===== config.mk =====
export PLATFORM = sky130hd
export DESIGN_NAME = shl_seq_unit
export DESIGN_NICKNAME = d
export VERILOG_FILES = /design/src/rtl/shl_seq_unit.sv
export SDC_FILE = /design/constraint.sdc
export NUM_CORES = 1
export LEC_CHECK = 0
export ABC_CLOCK_PERIOD_IN_PS = 3700
export BUFFER_PORTS_ARGS = -buffer_cell sky130_fd_sc_hd__buf_2
export CAP_MARGIN = 0
export CORE_MARGIN = 5
export CORE_UTILIZATION = 60
export CTS_CLUSTER_DIAMETER = 200
export DETAILED_ROUTE_END_ITERATION = 10
export HOLD_SLACK_MARGIN = 0.02
export PLACE_DENSITY = 0.82
export SYNTH_ARGS = -nofsm -noshare
export SYNTH_HDL_FRONTEND = slang
export SYNTH_SLANG_ARGS = --single-unit

===== constraint.sdc =====
create_clock -name clk -period 3.7 [get_ports clk]
set_clock_uncertainty 0.05 [all_clocks]
set_input_delay 0.185 -clock clk [delete_from_list [all_inputs] [get_ports clk]]
set_output_delay 0.185 -clock clk [all_outputs]
set_load 0.01 [all_outputs]

===== src/rtl/shl_seq_unit.sv =====
// shl_seq_unit: sequential 3-stage logarithmic left shifter/rotator.
// One stage per clock (by 1, by 2, by 4), each enabled by one bit of the
// captured shift amount. Mode selects logical (zero fill) or rotate left.
// Optional build macro SHL_SKIP_EN: stages whose amount bit is 0 are
// skipped (the final by-4 stage always runs), shortening latency to
// 1 + popcount(sel[1:0]) cycles. Results are identical in both builds.
module shl_seq_unit (
    input  logic       clk,
    input  logic       rst_n,
    input  logic       start,
    input  logic [7:0] in,
    input  logic [2:0] sel,
    input  logic       mode,
    output logic [7:0] out,
    output logic       busy,
    output logic       done
);

    typedef enum logic [1:0] {
        IDLE = 2'd0,
        ST1  = 2'd1,
        ST2  = 2'd2,
        ST4  = 2'd3
    } state_t;

    state_t      state_q;
    logic [7:0]  acc_q;
    logic [7:0]  acc_d;
    logic [2:0]  amt_q;
    logic        md_q;
    logic [7:0]  out_q;
    logic        busy_q;
    logic        done_q;
    state_t      accept_nxt_s;
    state_t      st1_nxt_s;

    // One shifter stage: shift v left by k when en, wrapping bits into the
    // bottom when rot is set, otherwise zero filling.
    function automatic logic [7:0] shl_stage(
        input logic [7:0] v,
        input logic [2:0] k,
        input logic       rot,
        input logic       en
    );
        logic [15:0] w;
        logic [7:0]  r;
        w = {8'h00, v} << k;
        if (!en) begin
            r = v;
        end else if (rot) begin
            r = w[7:0] | w[15:8];
        end else begin
            r = w[7:0];
        end
        return r;
    endfunction

    // Datapath: value the current stage writes back into the accumulator.
    always_comb begin
        acc_d = acc_q;
        case (state_q)
            ST1:     acc_d = shl_stage(acc_q, 3'd1, md_q, amt_q[0]);
            ST2:     acc_d = shl_stage(acc_q, 3'd2, md_q, amt_q[1]);
            ST4:     acc_d = shl_stage(acc_q, 3'd4, md_q, amt_q[2]);
            default: acc_d = acc_q;
        endcase
    end

    // Stage sequencing: first stage after accept and successor of ST1.
    always_comb begin
`ifdef SHL_SKIP_EN
        if (sel[0]) begin
            accept_nxt_s = ST1;
        end else if (sel[1]) begin
            accept_nxt_s = ST2;
        end else begin
            accept_nxt_s = ST4;
        end
        if (amt_q[1]) begin
            st1_nxt_s = ST2;
        end else begin
            st1_nxt_s = ST4;
        end
`else
        accept_nxt_s = ST1;
        st1_nxt_s    = ST2;
`endif
    end

    // Control FSM with registered out/busy/done; start is ignored unless IDLE.
    always_ff @(posedge clk or negedge rst_n) begin
        if (!rst_n) begin
            state_q <= IDLE;
            acc_q   <= 8'h00;
            amt_q   <= 3'd0;
            md_q    <= 1'b0;
            out_q   <= 8'h00;
            busy_q  <= 1'b0;
            done_q  <= 1'b0;
        end else begin
            case (state_q)
                IDLE: begin
                    done_q <= 1'b0;
                    if (start) begin
                        acc_q   <= in;
                        amt_q   <= sel;
                        md_q    <= mode;
                        busy_q  <= 1'b1;
                        state_q <= accept_nxt_s;
                    end else begin
                        busy_q  <= 1'b0;
                        state_q <= IDLE;
                    end
                end
                ST1: begin
                    acc_q   <= acc_d;
                    done_q  <= 1'b0;
                    busy_q  <= 1'b1;
                    state_q <= st1_nxt_s;
                end
                ST2: begin
                    acc_q   <= acc_d;
                    done_q  <= 1'b0;
                    busy_q  <= 1'b1;
                    state_q <= ST4;
                end
                ST4: begin
                    acc_q   <= acc_d;
                    out_q   <= acc_d;
                    done_q  <= 1'b1;
                    busy_q  <= 1'b0;
                    state_q <= IDLE;
                end
                default: begin
                    done_q  <= 1'b0;
                    busy_q  <= 1'b0;
                    state_q <= IDLE;
                end
            endcase
        end
    end

    assign out  = out_q;
    assign busy = busy_q;
    assign done = done_q;

endmodule


=== After elaboration in Yosys (flattened, before gate mapping) ===
Cells that the tools add are included.

* Flip-flop bits (word level): 24
* Bits of input ports: 15
* Output and inout port bits: 10
* Word-level logic and storage cells: 33

* Equality and inequality tests: 4
* Multiplexer cells: 14
* Bitwise gates (word level): 3
* Reductions and logical operators: 5

{| class="wikitable"
|+ Operators with widths
! operator !! number
|-
| 8-bit 2-to-1 mux || 7
|-
| 8-bit case mux with 2 select lines || 2
|-
| 8-bit by 1-bit bitwise OR with 8-bit output || 1
|-
| 8-bit by 2-bit bitwise OR with 8-bit output || 1
|-
| 8-bit by 4-bit bitwise OR with 8-bit output || 1
|-
| 2-bit case mux with 4 select lines || 1
|-
| 3-bit OR reduction || 2
|-
| 2-bit == test, second input constant || 2
|-
| 1-bit case mux with 3 select lines || 1
|-
| 2-bit by 1-bit == test with 1-bit output, second input constant || 1
|-
| 2-bit logical NOT || 1
|-
| 1-bit 2-to-1 mux || 2
|-
| 2-bit != test, second input constant || 1
|-
| 1-bit case mux with 2 select lines || 1
|-
| 2-bit AND reduction || 1
|-
| 2-bit OR reduction || 1
|}

=== Depth between registers and ports, before layout ===
* Depth after elaboration: 5
* Mapped depth: 7
* Mapped depth without buffers: 6

=== Worst setup path after synthesis ===
Ideal clock, no wire load.

* Path kind: register to register
* Start: register state_q[0]
* End: register out_q[7] (netlist: out[7])
* Library setup time: 130 ps
* Arrival time: 1,317 ps
* Required time: 3,520 ps
* Slack: 2,202 ps
* Stages on the path, launching flop included: 7
* Buffers on the path: 0
* Period minus slack after synthesis: 1,498 ps
* Cells stage by stage: dfrtp_1 > inv_1 > ha_1 > inv_1 > o21ai_0 > a222oi_1 > a21oi_1

* Word-level cells in the longest chain between the ends: 2
* Elaborated cells between the ends (all ways): 3
* Those cells by class: eq/ne (2); mux (1)

{| class="wikitable"
|+ Ends and longest elaborated chain
! element !! RTL line !! source
|-
| from (decl) || 26 || <nowiki>state_t state_q;</nowiki>
|-
| from (signal assigned) || 109 || <nowiki>state_q <= accept_nxt_s;</nowiki>
|-
| from (signal assigned) || 119 || <nowiki>state_q <= st1_nxt_s;</nowiki>
|-
| 2-bit == test, on equally long branches || 61, 101 ||
|-
| 8-bit case mux with 2 select lines || 61 || <nowiki>case (state_q)</nowiki>
|-
| to (signal assigned) || 97 || <nowiki>out_q <= 8'h00;</nowiki>
|-
| to (signal assigned) || 129 || <nowiki>out_q <= acc_d;</nowiki>
|-
| to (decl) || 31 || <nowiki>logic [7:0] out_q;</nowiki>
|}

Parallel ways exist; a longest one is shown, timed or not.
A chain may end at the register's enable or synchronous reset.

=== Final worst setup path ===
* Start: register state_q[1]
* End: register acc_q[4]

* Word-level cells in the longest chain between the ends: 3
* Elaborated cells between the ends (all ways): 8
* Those cells by class: eq/ne (4); mux (2); reduce/logical (2)

{| class="wikitable"
|+ Ends and longest elaborated chain
! element !! RTL line !! source
|-
| 2-bit == test / 2-bit by 1-bit == test with 1-bit output (equally long branches) || 61, 101 ||
|-
| 8-bit case mux with 2 select lines / 3-bit OR reduction (equally long branches) || n/a ||
|-
| 8-bit case mux with 2 select lines || 101 || <nowiki>case (state_q)</nowiki>
|-
| to (signal assigned) || 105 || <nowiki>acc_q <= in;</nowiki>
|-
| to (decl) || 27 || <nowiki>logic [7:0] acc_q;</nowiki>
|}

Parallel ways exist; a longest one is shown, timed or not.

==> results.toml <==
[route]
wl_per_cell_um = 15.6
drc = 0
drt_wl_total_um = 3300
via_per_inst = 6.10
dr.pass1.iters = 4
vias = 1294
drtIter0Drc = 70
ant_nets = 0

[synthesis]
synth-compound-area-share_pct = 21.0
synth_top_area_cell = "dfrtp_1"
synth_top_family_by_area = "compound AO/OA/AOI/OAI gates"
yosysSeqAreaShare_pct = 39.2
synth_cells = 167
synth_cell_types = 29
avgSynthCellArea_um2 = 9.16
synth_xor_area_share_pct = 0
synth_top_area_share_pct = 39.2
yosys-top-cells-area = "dfrtp_1, mux2i_1, o21ai_0"
synth_adder_area_share_pct = 4.91
synth-seq-cells = 24
syn-num-nets = 188
synth_simple_gate_area_share_pct = 15.8
synth_mux_area_share_pct = 11.5
syn_area_um2 = 1530
ys_warn_count = 0

[cts]
cts_max_level = 1
clk_pin_slew_worst_paths_ps = 120
cts_tree = "yes"
cts.sinks = 24
clk_path_buf_depth = 2
insertion_delay_ps = 320
cts_buffers = 3
cts-root-buf = "clkbuf_4"

[die]
die_h_um = 60.5
start_util_pct = 62.3
ios = 25
die_area_um2 = 3660
core_um2 = 2450
die_x_um = 60.5
rows = 18

[grt]
grt_pass1_vias = 1263
track_usage_pct = 19.8
grt_max_degree = 25
grt_overflow = 0
antenna_found_initial = 0
grt_pass1_wl_um = 5530

[critical_path]
cp.required_ps = 3840
r2r-start = "state_q[1]"
path_max_fanout = 22
reg2regPathDepth = 4
r2r_end = "acc_q[4]"
critPathArrivalTime_ps = 2160
critPathKind = "reg2reg"
endpoint_kind = "register"
start_kind = "register"
regToRegSetupSlack_ps = 1680

[cells_and_area]
nets = 205
stdcell_area_um2 = 1640
syn_to_final_growth_pct = 7.11
mostFrequentLayoutCells = "dfrtp_1, buf_2, o21ai_0"
layoutNonFillerInstCount = 212
drive_above_1_share_pct = 21.4
antennaDiodeCount = 0

[status]
outcome = "completed"

[worst_hold_path]
hold_class = "in2reg"
holdPathEnd = "amt_q[2]"
hold_depth = 2
worstHoldStart = "sel[2]"

[placed_design]
place_area_um2 = 1610
detailed_place_hpwl_um = 2420
io_buffers = 24
placed_cells = 208
place_congestion = 0.880

[pwr]
leakage_nw = 0.742
power.density_nw_per_um2 = 988
ir_drop_v = 0.000684

[sta]
setup_viol = 0
timing.setup.tns_ps = 0
slew_headroom_pct = 49.5
period_share_pct = 54.6
fin_crit_ps = 2020
slew_viol_final = 0
rsz0062_at_grt = "false"
fmax_mhz = 495
timing_hold_violations_final = 0
worst_slew_pin_slew_ps = 757
hold_ws_ps = 37.7

[run]
drv_cap = 0
-- routing by layer --
metal  track usage [%]  part of all wire [%]
met5                 0                     0
met4              7.43                   2.0
met1              24.4                    40
met2              36.1                    51
met3              1.49                   6.8
-- where the power goes --
part           internal [mW]  switching (mW)
Sequential             0.401           0.222
Combinational          0.398           0.483
Clock                 0.0383          0.0768
-- synthesized netlist by cell type (all sizes together) --
cell    number
o21ai       19
nor3         1
dfrtp       24
mux2i       12
o22ai        3
nand2        9
a211oi       1
nor2b        1
nor2        18
and2         1
ha           6
a21oi       18
nand3b       6
nand3        6
clkbuf       1
mux2         5
a22oi        1
a31oi        4
nor4         1
a222oi       3
a221oi       4
inv          9
buf         12
nand2b       2
-- critical path, cell delays in order, from the launching register on --
cell	delay, ps
dfrtp_1	450
ha_1	680
nor2_2	200
nor3_2	370
a221oi_1	130
-- state kept, by name (all words and copies together) (netlist names) --
register and cells:
state_q 2, done 1, busy 1, md_q 1, amt_q 3, out 8
acc_q 8
-- per-stage QoR --
step                      utilization, %  setup slack (ps)  total power [mW]
after floorplan                        -              2200              1.31
after global placement              65.4              1790              1.46
after detailed placement            65.4              1710              1.50
after CTS                           66.8              1690              1.62
after global routing                66.8              1520              1.76
final                               66.8              1680              1.62
-- worst max path at each step --
stage	slack, ps	cells after the start	end	startpoint
4_1_cts	1690	4	acc_q[4]	state_q[1]
2_1_floorplan	2200	6	out[7]	state_q[0]
6_report	1680	4	acc_q[4]	state_q[1]
3_3_place_gp	1790	4	acc_q[2]	state_q[1]
3_5_place_dp	1710	4	acc_q[4]	state_q[1]
5_1_grt	1520	4	acc_q[4]	state_q[1]
-- area by class of cell --
class / count / area, um^2
tap: 30 / 37.5
clock buffer: 3 / 22.5
timing repair buffer: 25 / 130
sequential: 24 / 601
fill: 194 / 816
multi-input combinational: 121 / 815
inverter: 9 / 33.8
-- cell families (layout without fill, tap and decap cells) --
| kind of cell | after synthesis | in the layout |
|---|---|---|
| AOI/OAI and AO/OA | 53 | 53 |
| adders and majority gates | 6 | 6 |
| buffers and inverters | 22 | 37 |
| DFF | 24 | 24 |
| muxes | 17 | 17 |
| and+or+nand+nor | 45 | 45 |
-- what timing repair did --
| item | in CTS | in global routing |
|---|---|---|
| hold endpoints to repair | 24 | 0 |
| resized for setup | 0 | 0 |
| hold buffers | 1 | 0 |
| buffers inserted | 0 | 0 |
Note: power is estimated with default switching activity, not from simulation.
